File: src/rtl/router_pkg.sv
// Shared definitions for the router port receive path and switching core.
package router_pkg;

    localparam int NUM_PORTS = 16;
    localparam int BYTE_W    = 8;
    localparam int PORT_W    = $clog2(NUM_PORTS);

    // Serial parser states
    typedef enum logic [1:0] {
        S_IDLE = 2'd0,
        S_ADDR = 2'd1,
        S_PAD  = 2'd2,
        S_DATA = 2'd3
    } rx_state_e;

    // One tagged byte as handed to the switching core
    typedef struct packed {
        logic [PORT_W-1:0] addr;
        logic [BYTE_W-1:0] data;
        logic              sop;
        logic              eop;
        logic              err;
    } rx_entry_t;

endpackage

File: src/rtl/router_port_rx_if.sv
// Byte-stream handshake between a port receiver (master) and the switching core (slave).
interface router_port_rx_if
    import router_pkg::*;
#(
    parameter int ADDR_BITS = 4
);
    logic                 out_valid;
    logic                 out_ready;
    logic [BYTE_W-1:0]    out_data;
    logic [ADDR_BITS-1:0] out_addr;
    logic                 out_sop;
    logic                 out_eop;
    logic                 out_err;

    modport master (
        output out_valid, out_data, out_addr, out_sop, out_eop, out_err,
        input  out_ready
    );

    modport slave (
        input  out_valid, out_data, out_addr, out_sop, out_eop, out_err,
        output out_ready
    );
endinterface

File: src/rtl/router_rx_fifo.sv
// First-word-fall-through synchronous FIFO. Pointers carry one extra wrap bit
// so full/empty come from comparing the MSBs. A pop frees a slot for a push
// in the same cycle, so a full FIFO still accepts a write while draining.
module router_rx_fifo
    import router_pkg::*;
#(
    parameter int  DEPTH = 16,
    parameter type T     = rx_entry_t
) (
    input  logic clock,
    input  logic reset,
    input  logic wr_en,
    input  T     wr_data,
    input  logic rd_en,
    output T     rd_data,
    output logic valid,
    output logic full
);
    localparam int AW = $clog2(DEPTH);

    T             mem [DEPTH];
    logic [AW:0]  wr_ptr_q;
    logic [AW:0]  rd_ptr_q;
    logic         empty;
    logic         pop;
    logic         push;

    assign empty   = (wr_ptr_q == rd_ptr_q);
    assign full    = (wr_ptr_q[AW] != rd_ptr_q[AW]) &&
                     (wr_ptr_q[AW-1:0] == rd_ptr_q[AW-1:0]);
    assign pop     = rd_en && !empty;
    assign push    = wr_en && (!full || pop);
    assign valid   = !empty;
    assign rd_data = mem[rd_ptr_q[AW-1:0]];

    // Storage array, written only on an accepted push
    always_ff @(posedge clock) begin
        if (push) begin
            mem[wr_ptr_q[AW-1:0]] <= wr_data;
        end
    end

    // Read/write pointers
    always_ff @(posedge clock or posedge reset) begin
        if (reset) begin
            wr_ptr_q <= '0;
            rd_ptr_q <= '0;
        end else begin
            if (push) wr_ptr_q <= wr_ptr_q + 1'b1;
            if (pop)  rd_ptr_q <= rd_ptr_q + 1'b1;
        end
    end
endmodule

File: src/rtl/router_port_rx.sv
// Per-port serial receiver: parses din/frame_n/valid_n into tagged bytes and
// buffers them for the switching core. The last byte of a packet is held in a
// staging register so it can be tagged eop once the frame end is seen; the
// eop push happens in the cycle after frame end (fin_q). A packet that loses
// data to a full FIFO ends with an error marker parked in a tail register.
// Optional statistics counters: define ROUTER_PORT_RX_STATS_EN.
module router_port_rx
    import router_pkg::*;
#(
    parameter int FIFO_DEPTH = 16,
    parameter int ADDR_BITS  = 4,
    parameter int PAD_CYCLES = 5
) (
    input  logic             clock,
    input  logic             reset,
    input  logic             din,
    input  logic             frame_n,
    input  logic             valid_n,
    router_port_rx_if.master out_if,
    output logic             busy,
    output logic [15:0]      pkt_count,
    output logic [15:0]      err_count
);
    localparam int CNT_MAX = (ADDR_BITS > PAD_CYCLES) ? ADDR_BITS : PAD_CYCLES;
    localparam int CNT_W   = $clog2(CNT_MAX + 1);
    localparam int BCW     = $clog2(BYTE_W);

    typedef struct packed {
        logic [ADDR_BITS-1:0] addr;
        logic [BYTE_W-1:0]    data;
        logic                 sop;
        logic                 eop;
        logic                 err;
    } entry_t;

    rx_state_e            state_q;
    logic [ADDR_BITS-1:0] addr_q;
    logic [CNT_W-1:0]     cnt_q;
    logic [BCW-1:0]       bit_cnt_q;
    logic [BCW-1:0]       bit_cnt_d;
    logic [BYTE_W-1:0]    byte_q;
    logic [BYTE_W-1:0]    staged_data_q;
    logic                 staged_valid_q;
    logic                 pushed_any_q;
    logic                 proto_err_q;
    logic                 ovf_q;
    logic                 trunc_q;
    logic                 fin_q;
    logic                 sync_wait_q;
    logic                 tail_pend_q;
    entry_t               tail_q;

    logic [BYTE_W-1:0]    new_byte;
    logic                 byte_done;
    logic                 pop;
    logic                 can_wr;
    logic                 tail_go;
    logic                 fin_go;
    logic                 stage_go;
    logic                 wr_en;
    entry_t               wr_entry;
    entry_t               stage_entry;
    entry_t               marker;
    entry_t               fin_entry;
    entry_t               head;
    entry_t               head_vis;
    logic                 fifo_valid;
    logic                 fifo_full;

    assign bit_cnt_d   = bit_cnt_q + {{(BCW-1){1'b0}}, !valid_n};
    assign new_byte    = {din, byte_q[BYTE_W-2:0]};
    assign byte_done   = (state_q == S_DATA) && !valid_n && (bit_cnt_q == {BCW{1'b1}});
    assign pop         = out_if.out_ready && fifo_valid;
    assign can_wr      = !fifo_full || pop;
    // The tail marker of an earlier packet always wins the write port
    assign tail_go     = tail_pend_q && can_wr;
    assign fin_go      = fin_q && !tail_pend_q && can_wr;
    assign stage_go    = byte_done && staged_valid_q && !ovf_q && !tail_pend_q && can_wr;
    assign wr_en       = tail_go || fin_go || stage_go;

    assign stage_entry = '{addr: addr_q, data: staged_data_q, sop: !pushed_any_q, eop: 1'b0, err: 1'b0};
    assign marker      = '{addr: addr_q, data: '0, sop: !pushed_any_q, eop: 1'b1, err: 1'b1};

    // Closing entry: the staged byte if the packet kept its data, else a marker
    always_comb begin
        fin_entry = marker;
        if (!ovf_q && staged_valid_q) begin
            fin_entry.data = staged_data_q;
            fin_entry.err  = proto_err_q || trunc_q;
        end
    end

    // Write-port mux
    always_comb begin
        wr_entry = stage_entry;
        if (tail_go)     wr_entry = tail_q;
        else if (fin_go) wr_entry = fin_entry;
    end

    // Serial parser FSM with staging register and per-packet error flags
    always_ff @(posedge clock or posedge reset) begin
        if (reset) begin
            state_q        <= S_IDLE;
            addr_q         <= '0;
            cnt_q          <= '0;
            bit_cnt_q      <= '0;
            byte_q         <= '0;
            staged_data_q  <= '0;
            staged_valid_q <= 1'b0;
            pushed_any_q   <= 1'b0;
            proto_err_q    <= 1'b0;
            ovf_q          <= 1'b0;
            trunc_q        <= 1'b0;
            fin_q          <= 1'b0;
            sync_wait_q    <= 1'b1;
        end else begin
            fin_q <= 1'b0;
            if (fin_q) staged_valid_q <= 1'b0;
            case (state_q)
                S_IDLE: begin
                    if (frame_n) begin
                        sync_wait_q <= 1'b0;
                    end else if (!sync_wait_q) begin
                        addr_q       <= ADDR_BITS'(din);
                        bit_cnt_q    <= '0;
                        pushed_any_q <= 1'b0;
                        proto_err_q  <= 1'b0;
                        ovf_q        <= 1'b0;
                        trunc_q      <= 1'b0;
                        if (ADDR_BITS == 1) begin
                            cnt_q   <= '0;
                            state_q <= S_PAD;
                        end else begin
                            cnt_q   <= CNT_W'(1);
                            state_q <= S_ADDR;
                        end
                    end
                end
                S_ADDR: begin
                    addr_q <= addr_q | (ADDR_BITS'(din) << cnt_q);
                    cnt_q  <= cnt_q + 1'b1;
                    if (frame_n) begin
                        state_q <= S_IDLE;
                        fin_q   <= 1'b1;
                    end else if (cnt_q == CNT_W'(ADDR_BITS - 1)) begin
                        cnt_q   <= '0;
                        state_q <= S_PAD;
                    end
                end
                S_PAD: begin
                    if (!valid_n) proto_err_q <= 1'b1;
                    cnt_q <= cnt_q + 1'b1;
                    if (frame_n) begin
                        state_q <= S_IDLE;
                        fin_q   <= 1'b1;
                    end else if (cnt_q == CNT_W'(PAD_CYCLES - 1)) begin
                        state_q <= S_DATA;
                    end
                end
                S_DATA: begin
                    if (!valid_n) begin
                        byte_q[bit_cnt_q] <= din;
                        bit_cnt_q         <= bit_cnt_d;
                    end
                    if (byte_done && !ovf_q) begin
                        if (!staged_valid_q) begin
                            staged_valid_q <= 1'b1;
                            staged_data_q  <= new_byte;
                        end else if (stage_go) begin
                            staged_data_q  <= new_byte;
                            pushed_any_q   <= 1'b1;
                        end else begin
                            // Blocked push: drop it and everything after
                            ovf_q          <= 1'b1;
                            staged_valid_q <= 1'b0;
                        end
                    end
                    if (frame_n) begin
                        state_q <= S_IDLE;
                        fin_q   <= 1'b1;
                        trunc_q <= (bit_cnt_d != '0);
                    end
                end
                default: state_q <= S_IDLE;
            endcase
        end
    end

    // Tail register: holds a closing marker that found the FIFO full. If a
    // second one arrives while the first is still stuck, the second is lost.
    always_ff @(posedge clock or posedge reset) begin
        if (reset) begin
            tail_pend_q <= 1'b0;
            tail_q      <= '0;
        end else if (fin_q && !fin_go && (!tail_pend_q || tail_go)) begin
            tail_pend_q <= 1'b1;
            tail_q      <= marker;
        end else if (tail_go) begin
            tail_pend_q <= 1'b0;
        end
    end

    router_rx_fifo #(
        .DEPTH (FIFO_DEPTH),
        .T     (entry_t)
    ) u_fifo (
        .clock   (clock),
        .reset   (reset),
        .wr_en   (wr_en),
        .wr_data (wr_entry),
        .rd_en   (out_if.out_ready),
        .rd_data (head),
        .valid   (fifo_valid),
        .full    (fifo_full)
    );

    // Head fields read as zero while the FIFO is empty
    assign head_vis          = fifo_valid ? head : '0;
    assign out_if.out_valid  = fifo_valid;
    assign out_if.out_data   = head_vis.data;
    assign out_if.out_addr   = head_vis.addr;
    assign out_if.out_sop    = head_vis.sop;
    assign out_if.out_eop    = head_vis.eop;
    assign out_if.out_err    = head_vis.err;
    assign busy              = (state_q != S_IDLE) || fin_q || tail_pend_q;

`ifdef ROUTER_PORT_RX_STATS_EN
    logic [15:0] pkt_count_q;
    logic [15:0] err_count_q;

    // Saturating packet / error counters, stepped on every eop write
    always_ff @(posedge clock or posedge reset) begin
        if (reset) begin
            pkt_count_q <= '0;
            err_count_q <= '0;
        end else if (wr_en && wr_entry.eop) begin
            if (pkt_count_q != 16'hFFFF) pkt_count_q <= pkt_count_q + 1'b1;
            if (wr_entry.err && (err_count_q != 16'hFFFF)) err_count_q <= err_count_q + 1'b1;
        end
    end

    assign pkt_count = pkt_count_q;
    assign err_count = err_count_q;
`else
    assign pkt_count = '0;
    assign err_count = '0;
`endif
endmodule
File: src/flat_wrapper.sv
// flat-port wrapper written by rule: the top's interface ports become plain ports
module router_port_rx_flat import router_pkg::*;
#(
    parameter int FIFO_DEPTH = 16,
    parameter int ADDR_BITS  = 4,
    parameter int PAD_CYCLES = 5
)
  (clock, reset, din, frame_n, valid_n, busy, pkt_count, err_count, out_if_out_valid, out_if_out_data, out_if_out_addr, out_if_out_sop, out_if_out_eop, out_if_out_err, out_if_out_ready);
  router_port_rx_if #(.ADDR_BITS(ADDR_BITS)) out_if_i ();
  input  logic clock;
  input  logic reset;
  input  logic din;
  input  logic frame_n;
  input  logic valid_n;
  output logic busy;
  output logic [15:0] pkt_count;
  output logic [15:0] err_count;
  output wire logic [$bits(out_if_i.out_valid)-1:0] out_if_out_valid;
  output wire logic [$bits(out_if_i.out_data)-1:0] out_if_out_data;
  output wire logic [$bits(out_if_i.out_addr)-1:0] out_if_out_addr;
  output wire logic [$bits(out_if_i.out_sop)-1:0] out_if_out_sop;
  output wire logic [$bits(out_if_i.out_eop)-1:0] out_if_out_eop;
  output wire logic [$bits(out_if_i.out_err)-1:0] out_if_out_err;
  input wire logic [$bits(out_if_i.out_ready)-1:0] out_if_out_ready;
  assign out_if_out_valid = out_if_i.out_valid;
  assign out_if_out_data = out_if_i.out_data;
  assign out_if_out_addr = out_if_i.out_addr;
  assign out_if_out_sop = out_if_i.out_sop;
  assign out_if_out_eop = out_if_i.out_eop;
  assign out_if_out_err = out_if_i.out_err;
  assign out_if_i.out_ready = out_if_out_ready;
  router_port_rx #(.FIFO_DEPTH(FIFO_DEPTH), .ADDR_BITS(ADDR_BITS), .PAD_CYCLES(PAD_CYCLES)) u_core (.clock(clock), .reset(reset), .din(din), .frame_n(frame_n), .valid_n(valid_n), .out_if(out_if_i), .busy(busy), .pkt_count(pkt_count), .err_count(err_count));
endmodule
File: config.mk
export PLATFORM = sky130hd
export DESIGN_NAME = router_port_rx_flat
export DESIGN_NICKNAME = d
export VERILOG_FILES = /design/src/rtl/router_pkg.sv /design/src/rtl/router_port_rx_if.sv /design/src/rtl/router_rx_fifo.sv /design/src/rtl/router_port_rx.sv /design/src/flat_wrapper.sv
export SDC_FILE = /design/constraint.sdc
export NUM_CORES = 1
export LEC_CHECK = 0
export BUFFER_PORTS_ARGS = -buffer_cell sky130_fd_sc_hd__buf_4
export CAP_MARGIN = 20
export CELL_PAD_IN_SITES_DETAIL_PLACEMENT = 0
export CELL_PAD_IN_SITES_GLOBAL_PLACEMENT = 2
export CORE_MARGIN = 5
export CORE_UTILIZATION = 30
export DETAILED_ROUTE_END_ITERATION = 8
export PLACE_DENSITY_LB_ADDON = 0.1
export SLEW_MARGIN = 15
export SYNTH_ARGS = -nofsm -noshare
export SYNTH_HDL_FRONTEND = slang
export SYNTH_SLANG_ARGS = --single-unit
File: constraint.sdc
create_clock -name clock -period 3.8 [get_ports clock]
set_input_delay 0.19 -clock clock [delete_from_list [all_inputs] [get_ports clock]]
set_output_delay 0.19 -clock clock [all_outputs]
set_load 0.03 [all_outputs]
Word level (Yosys, flattened, before mapping)
Memories as Yosys holds them, arrays and structs flattened.
Cells that the tools add are included.
{"block": "word_totals", "out_inout_bits": 49, "register_bits": 52, "memories": 1, "ram_bits": 240, "word_cells": 156}
{"block": "classes", "n_lt_le_gt_ge": 2, "muxes": 55, "addsub": 4, "n_shift": 1, "n_reduce_logical": 51, "eq_ne": 21, "n_bitwise": 2}
{"memory": "u_core.u_fifo.mem", "depth": 16, "word_bits": 15, "read_ports": 1, "rd_clocked_by_memory_dff": 0, "write_ports": 1, "line_no": "router_rx_fifo.sv:21", "source": "T mem [DEPTH];"}
{"operator": "$mux W15", "n": 2}
{"operator": "$mux W8", "n": 3}
{"operator": "$mux W1", "n": 23}
{"operator": "$mux W3", "n": 7}
{"operator": "$logic_and A1 B1 Y1", "n": 17}
{"operator": "$ne A2 B2 Y1 const B", "n": 8}
{"operator": "$mux W2", "n": 7}
{"operator": "$reduce_and A4 Y1", "n": 3}
{"operator": "$reduce_and A6 Y1", "n": 2}
{"operator": "$mux W11", "n": 1}
{"operator": "$add A5 B1 Y5 const B", "n": 2}
{"operator": "$reduce_bool A2 Y1", "n": 5}
{"operator": "$pmux W3 S3", "n": 1}
{"operator": "$reduce_and A3 Y1", "n": 3}
{"operator": "$bwmux W8", "n": 1}
{"operator": "$mux W4", "n": 2}
{"operator": "$pmux W1 S2", "n": 4}
{"operator": "$pmux W2 S4", "n": 1}
{"operator": "$pmux W4 S2", "n": 1}
{"operator": "$logic_not A1 Y1", "n": 7}
{"operator": "$logic_or A1 B1 Y1", "n": 7}
{"operator": "$eq A3 B3 Y1 const B", "n": 2}
{"operator": "$ne A3 B2 Y1 const B", "n": 2}
{"operator": "$pmux W3 S2", "n": 1}
{"operator": "other kinds (20)", "n": 24}

Depth between registers and ports, before layout
Gate-level depths: netlist of the first run.
{"block": "logic_depth", "depth_word": 11, "mapped_depth": 7, "ltp_nobuf": 7}

Cells and area by module
A second synthesis of the first run with hierarchy kept.
{"block": "unflattened", "cells_unflattened": 698, "area_unflattened_um2": 12236.7}
{"module": "router_rx_fifo", "area_per_inst_um2": 9691.8, "cells_per_inst": 437, "n_inst": 1}
{"module": "router_port_rx", "area_per_inst_um2": 2544.9, "cells_per_inst": 261, "n_inst": 1}

Worst setup path after synthesis of the first run
No wires, ideal clock.
{"block": "synth_timing", "path_type": "flip-flop to flip-flop", "startpoint": "reg u_core.state_q[0]", "endpoint": "mem u_core.u_fifo.mem[0][0] in the netlist's numbering, enable pin", "arrival_ns": 2.450, "setup_time_ns": 0.406, "stages_incl_launch_ff": 6, "path_slack_ns": 0.944, "period_less_slack_ns": 2.856, "path_buffers": 0, "path_cell_list": "dfrtp_1 ha_1 nand3b_4 o31ai_4 o211ai_1 nor3_1"}
{"block": "synth_between", "elab_chain_len": 11}
{"element": "from (decl)", "line_no": "router_port_rx.sv:36", "source": "rx_state_e state_q;"}
{"element": "from (signal assigned)", "line_no": "router_port_rx.sv:103", "source": "state_q <= S_IDLE;"}
{"element": "from (signal assigned)", "line_no": "router_port_rx.sv:132", "source": "state_q <= S_PAD;"}
{"element": "from (signal assigned)", "line_no": "router_port_rx.sv:135", "source": "state_q <= S_ADDR;"}
{"element": "$eq A2 B2 Y1", "line_no": "router_port_rx.sv:72", "source": "assign byte_done = (state_q == S_DATA) && !valid_n && (bit_cnt_q == {BCW{1'b1}});"}
{"element": "$logic_and A1 B1 Y1 (2 in series)", "line_no": "router_port_rx.sv:72"}
{"element": "$logic_and A1 B1 Y1 (4 in series)", "line_no": "router_port_rx.sv:78", "source": "assign stage_go = byte_done && staged_valid_q && !ovf_q && !tail_pend_q && can_wr;"}
{"element": "$logic_or A1 B1 Y1", "line_no": "router_port_rx.sv:79", "source": "assign wr_en = tail_go || fin_go || stage_go;"}
{"element": "$logic_and A1 B1 Y1", "line_no": "router_rx_fifo.sv:32", "source": "assign push = wr_en && (!full || pop);"}
{"element": "$mux W1", "line_no": "router_rx_fifo.sv:38", "source": "if (push) begin"}
{"element": "$mux W1 (not written as such)", "line_no": "router_rx_fifo.sv:39", "source": "mem[wr_ptr_q[AW-1:0]] <= wr_data;"}
{"element": "to (decl)", "line_no": "router_rx_fifo.sv:21"}
Every way passes these cells.

Final worst setup path of the first run
{"block": "layout_timing", "startpoint": "reg u_core.u_fifo.rd_ptr_q[1]", "endpoint": "out out_if_out_addr[0]"}
{"block": "layout_between", "elab_chain_len": 2, "word_cells_on_any_way": 3, "cone_classes": "eq/ne: 1; mux: 1; memory: 1"}
{"element": "from (decl)", "line_no": "router_rx_fifo.sv:23", "source": "logic [AW:0] rd_ptr_q;"}
{"element": "from (signal assigned)", "line_no": "router_rx_fifo.sv:50", "source": "if (pop) rd_ptr_q <= rd_ptr_q + 1'b1;"}
{"element": "$mem_v2 Z16 W15 / $eq A5 B5 Y1 (equally long branches)"}
{"element": "$mux W15 (*)", "line_no": "router_port_rx.sv:218", "source": "assign head_vis = fifo_valid ? head : '0;"}
{"element": "to (decl)", "line_no": "flat_wrapper.sv:20", "source": "output wire logic [$bits(out_if_i.out_addr)-1:0] out_if_out_addr;"}
Every way passes the cells marked *; elsewhere a longest branch is shown, timed or not.

==> metrics.cfg, run 1 <==
[route]
drt_iter0_drc = 481
ant_nets = 0
via_per_inst = 4.813
drc = 0
wirelength_um = 29530
wl_per_cell_um = 21.54
drt_pass1_iterations = 5
vias = 6598

[synthesis]
synth-compound-area-share = 0.06256
synthAdderAreaFrac = 0.01666
synth_xor_area_frac = 0.01031
synth_top_family_by_area = multiplexers
synth-edff-count = 240
yosysTopAreaCellShare = 0.5711
synth_area_leader_cell = edfxtp_1
yosysWarningCount = 0
synth_seq_area_share = 0.6723
muxShareOfSynthArea = 0.1435
synth_ff_type = edfxtp_1
syn_area_per_cell_sq_um = 16.80
ys_seq_elements = 291
async_flop_share = 0.1753
syn_inst = 751
yosys.area_share.simple = 0.05166
yosysUniqueCellTypes = 59
yosys-top-cells-area = edfxtp_1, mux4_2, dfrtp_1
syn_area_sq_um = 12620

[timing]
clock_skew_ns = 0.01589
setup_viol = 0
post-route-min-period_ns = 3.143
drv_slew = 0
max_freq_ghz = 0.3181
hold_viol_final = 0
worst_pin_slew_ns = 0.9835
max-slew-margin-rel = 0.3443
rsz0062_at_grt = no
timing.final.crit_share = 0.8272
fin_setup_tns_ns = 0

[cts]
cts_tree = yes
clock_sinks = 291
cts_root_buf = clkbuf_16
clk_pin_slew_ns = 0.06
post_cts_buffers = 0
clockBufferDepth = 3
cts_resized = 0
clock_latency_ns = 0.52
cts_made_buffers = 34
h-tree-depth = 2

[global_route]
track_usage = 0.1278
grt_pass1_wl_um = 45130
antenna_found_initial = 0
grt_start_max_net_pins = 64
grt_pass1_vias = 7020
grt_overflow = 0

[worst_setup_path]
worstPathMaxFanout = 63
path_class = flop to primary output
reg2reg_depth = 5
crit_path_start_kind = flop
cp.arrival_ns = 2.95
required_ns = 3.61
cp-end-kind = primary output

[outcome]
status = finished clean

[die]
dieHeight_um = 215.1
die_area_sq_um = 46270
ios = 55
start_util = 0.3022
fp-row-count = 75
die_w_um = 215.1
core_area_sq_um = 41760

[placement]
dp_hpwl_um = 17930
dpl-instance-area_sq_um = 13420
place_congestion = 0.7041
port_buffers = 22

[flow_run]
maxCapViolCount = 0

[power]
p_leak_nw = 4.948
irDropWorstVdd_v = 0.0003242
powerDensity_nw_per_um2 = 766.0

[layout]
antennaDiodeCount = 0
syn2layout_area_growth_pct = 15.62
final_area_sq_um = 14590
nets = 828
drive_gt1_frac = 0.2500

[worst_hold_path]
hold_path_class = input pin to flop
holdPathStages = 3

-- worst max-delay path: stages, from the launching register on --
cell and delay (ns):
dfrtp_2 0.37, buf_4 0.76, mux4_2 0.36, nor2b_1 0.14
a211oi_1 0.07, a211oi_1 0.48, buf_4 0.26
-- where the power goes --
part	switching, W	leakage [nW]	total, W	internal [W]
sequential	0.000221	2.73	0.00414	0.00392
combinational	0.00228	1.66	0.00375	0.00147
clock	0.00127	0.556	0.00329	0.00201
-- kinds of logic (layout without fill, tap and decap cells) --
family                   count (synthesis)  in the layout
multiplexers                           103            103
AO/OA/AOI/OAI                          110            110
XOR/XNOR                                14             14
adder cells (fa/ha/maj)                 17             17
other                                    1             32
buffers and inverters                   94            144
AND/OR/NAND/NOR                        121            121
flip-flops                             291            291
-- through the flow --
stage	hold WS [ns]	instances	power [W]	worst slack, ns	util
floorplan	0.4276	782	0.006872	0.9442	-
global placement	0.3142	1306	0.008026	0.8738	0.3215
detailed placement	0.3226	1306	0.008053	0.8570	0.3215
CTS	0.0009154	1370	0.01140	0.5446	0.3491
global route	0.01620	1371	0.01180	0.4352	0.3494
finish	0.01828	1371	0.01118	0.6565	0.3494
-- synthesized netlist by cell type (all sizes together) (2+ instances only) --
| library cell | instances |
|---|---|
| clkbuf | 17 |
| o211ai | 6 |
| nor3b | 3 |
| a221oi | 3 |
| o21ai | 19 |
| a21oi | 13 |
| a22oi | 3 |
| nor2 | 30 |
| a31oi | 6 |
| xor2 | 2 |
| nand4 | 3 |
| and3 | 5 |
| nand3b | 6 |
| a21boi | 7 |
| nand2 | 17 |
| nor3 | 9 |
| nand3 | 6 |
| a211oi | 30 |
| a32oi | 2 |
| edfxtp | 240 |
| mux4 | 60 |
| buf | 56 |
| o31ai | 2 |
| o22ai | 7 |
| ha | 16 |
| dfrtp | 50 |
| a211o | 6 |
| inv | 20 |
| nand2b | 8 |
| mux2 | 23 |
| nor2b | 30 |
| mux2i | 20 |
| xnor2 | 12 |
-- routing by layer --
metal  vias up  track usage  wire [um]  share of wire
met3        38      0.02139       1082          0.037
met4         0      0.03136        567          0.019
met5         -            0          0              0
li1       2985            -          -              -
met2       128       0.2203      14770           0.50
met1      3447       0.1699      13100           0.44
-- final timing paths --
path | start | to | slack [ns]
max in group asynchronous | reset | u_core.u_fifo.rd_ptr_q[0] | 2.63
setup / recovery | u_core.u_fifo.rd_ptr_q[1] | out_if_out_addr[0] | 0.66
setup reg to reg | u_core.state_q[0] | u_core.u_fifo.mem[15][13] | 0.91
hold reg to reg | u_core.tail_q[1] | u_core.tail_q[1] | 0.48
min in group asynchronous | reset | u_core.trunc_q | 0.33
hold / removal | din | u_core.addr_q[0] | 0.02
-- flip-flops by register name, indices dropped and copies added, names as in the netlist, 2 cells and up --
signal / cells
u_core.state_q: 2
u_core.staged_data_q: 8
u_core.u_fifo.mem: 240
u_core.tail_q: 6
u_core.u_fifo.wr_ptr_q: 5
u_core.u_fifo.rd_ptr_q: 5
u_core.byte_q: 7
u_core.bit_cnt_q: 3
u_core.cnt_q: 3
u_core.addr_q: 4
-- timing repair --
action | in CTS | in global routing
hold endpoints to repair | 25 | 0
setup endpoints to repair | 0 | 0
hold buffers | 2 | 0
-- cell type report --
class	count	area (sq um)
clock inverter	18	205.2
sequential	291	8491
clock buffer	44	929.6
tap	539	674.4
multi-input combinational	397	3736
inverter	21	78.83
fill	3881	27170
timing repair buffer	61	475.5
-- placed cells by master (no fill, tap or decap), types with 19 or more instances in the layout --
master,count
nor2b_1,30
nor2_1,30
mux2i_1,20
mux2_2,22
buf_4,57
a211oi_1,30
dfrtp_1,47
mux4_2,60
conb_1,32
edfxtp_1,240
inv_1,19
clkbuf_16,35
No activity file was read; power rests on OpenSTA's default activity.
==> run 2, diff against run 1 <==
==> constraint.sdc (replaced) <==
create_clock -name clock -period 2.85 [get_ports clock]
set_input_delay 0.1425 -clock clock [delete_from_list [all_inputs] [get_ports clock]]
set_output_delay 0.1425 -clock clock [all_outputs]
set_load 0.03 [all_outputs]
==> metrics.cfg, run 2 (synthesis gave the netlist of run 1 again) <==
[outcome]
status = finished clean

[power]
p_leak_nw = 5.031
powerDensity_nw_per_um2 = 1022
irDropWorstVdd_v = 0.0006508

[cts]
cts_made_buffers = 35
cts_root_buf = clkbuf_16
h-tree-depth = 2
cts_tree = yes
clock_sinks = 291
clock_latency_ns = 0.52
clk_pin_slew_ns = 0.06
clockBufferDepth = 3

[timing]
hold_viol_final = 0
rsz0062_at_grt = no
drv_slew = 0
fin_setup_tns_ns = 0
post-route-min-period_ns = 2.743
timing.hold.ws_ns = 0.02641
worst_pin_slew_ns = 0.7501
timing.final.crit_share = 0.9624
max_freq_ghz = 0.3646
clock_skew_ns = 0.02133
max-slew-margin-rel = 0.4999
setup_viol = 0

[layout]
final_common_cell = edfxtp_1
fill_cells = 3882
drive_gt1_frac = 0.2771
largest_register_ffs = 240
antennaDiodeCount = 0
final_area_sq_um = 14820
final_cell_mix = edfxtp_1, mux4_2, buf_4
nets = 843
layoutNonFillerInstCount = 1387
syn2layout_area_growth_pct = 17.41

[worst_setup_path]
crit_path_start_kind = flop
critPathSlowestCell = mux4_2
rr_endpoint = u_core.u_fifo.mem[0][2]
crit_path_cell_trace = buf_12, mux4_2, nor2b_1, a211oi_1, a211oi_2, buf_4
crit_path_start = u_core.u_fifo.rd_ptr_q[0]
worstPathMaxFanout = 12
reg2reg_from = u_core.state_q[0]
crit_cells = 6
cp-end-kind = primary output
reg2reg_depth = 6
endpoint = out_if_out_sop
r2r_slack_ns = 0.26
required_ns = 2.71
slowest_delay_ns = 0.56
cp.buffers_inverters = 2
path_class = flop to primary output
critical-path-top-delay-family = multiplexers
cp.arrival_ns = 2.60

[route]
ant_nets = 0
via_per_inst = 4.854
vias = 6732
drc = 0
wirelength_um = 30830
drt_pass1_iterations = 4
drt_iter0_drc = 322
wl_per_cell_um = 22.23

[global_route]
grt_start_max_net_pins = 64
grt_overflow = 0
track_usage = 0.1324
antenna_found_initial = 1
grt_pass1_vias = 7087
grt_pass1_wl_um = 46400

[die]
fp-row-count = 75
start_util = 0.3022
ios = 55
die_w_um = 215.1
die_area_sq_um = 46270
dieHeight_um = 215.1
core_area_sq_um = 41760

[placement]
place_congestion = 0.7075
port_buffers = 22
dp.cells = 1317
dpl-instance-area_sq_um = 13640
dp_hpwl_um = 20120

[worst_hold_path]
holdPathStages = 3
hold_path_class = input pin to flop

[flow_run]
maxCapViolCount = 0

==> run 2: cell count changes in the layout (fill, tap and decap cells not counted), moves of 2 or more <==
| cell | delta |
|---|---|
| nor2_2 | +12 |
| clkinv_2 | +2 |
| a211oi_1 | -2 |
| clkbuf_1 | +2 |
| a211oi_2 | +2 |
| bufinv_16 | -2 |
| clkbuf_8 | -2 |
| buf_4 | +3 |
| buf_12 | +9 |
| nor2_1 | -12 |
| buf_6 | +2 |
==> run 2: worst min-delay path by stage <==
stage	from	to	slack (ns)
5_1_grt	out_if_out_ready	u_core.u_fifo.rd_ptr_q[2]	0.01
2_1_floorplan	valid_n	u_core.proto_err_q	0.38
6_report	out_if_out_ready	u_core.u_fifo.rd_ptr_q[2]	0.03
4_1_cts	out_if_out_ready	u_core.u_fifo.rd_ptr_q[2]	0.001
3_5_place_dp	reset	u_core.state_q[1]	0.25
3_3_place_gp	reset	u_core.state_q[1]	0.25
==> run 2: timing repair <==
action | 4_1_cts | 5_1_grt
buffers inserted | 2 | 1
pin swaps | 0 | 0
gates cloned | 0 | 0
hold buffers | 3 | 0
endpoints found under the setup margin | 8 | 5
endpoints found under the hold margin | 31 | 0
resized for setup | 3 | 2
==> run 2: metrics by stage <==
stage               total power, W    util  setup slack [ns]
floorplan                 0.009172       -           0.01650
global placement           0.01101  0.3266            0.3209
CTS                        0.01541  0.3542           0.02823
detailed placement         0.01104  0.3266            0.2488
finish                     0.01514  0.3548            0.1072
global route               0.01596  0.3548           0.01401
==> run 2: power breakdown <==
group          internal (W)  switching [W]
Clock               0.00252        0.00173
Sequential          0.00523       0.000338
Combinational       0.00214        0.00318
==> run 2: area by class of cell <==
class,instances,area [sq um],area share
Clock buffer,45,934.6,0.06308
Clock inverter,19,161.4,0.01089
Inverter,21,78.83,0.005320
Multi-Input combinational cell,397,3772,0.2546
Sequential cell,291,8492,0.5731
Tap cell,539,674.4,0.04552
Timing Repair Buffer,75,703.2,0.04746
==> run 2: worst reg2reg max path, stage by stage, from the launching register on <==
cell and delay (ns):
dfrtp_1 0.41, ha_1 0.35, nand3b_4 0.19, o31ai_4 0.50, o211ai_1 0.35, nor3_2 0.18, buf_4 0.30
==> run 2: routing by layer <==
metal	wire, um	track usage
met1	13870	0.1781
met2	15250	0.2229
met3	1031	0.02252
met4	686	0.03755
met5	0	0
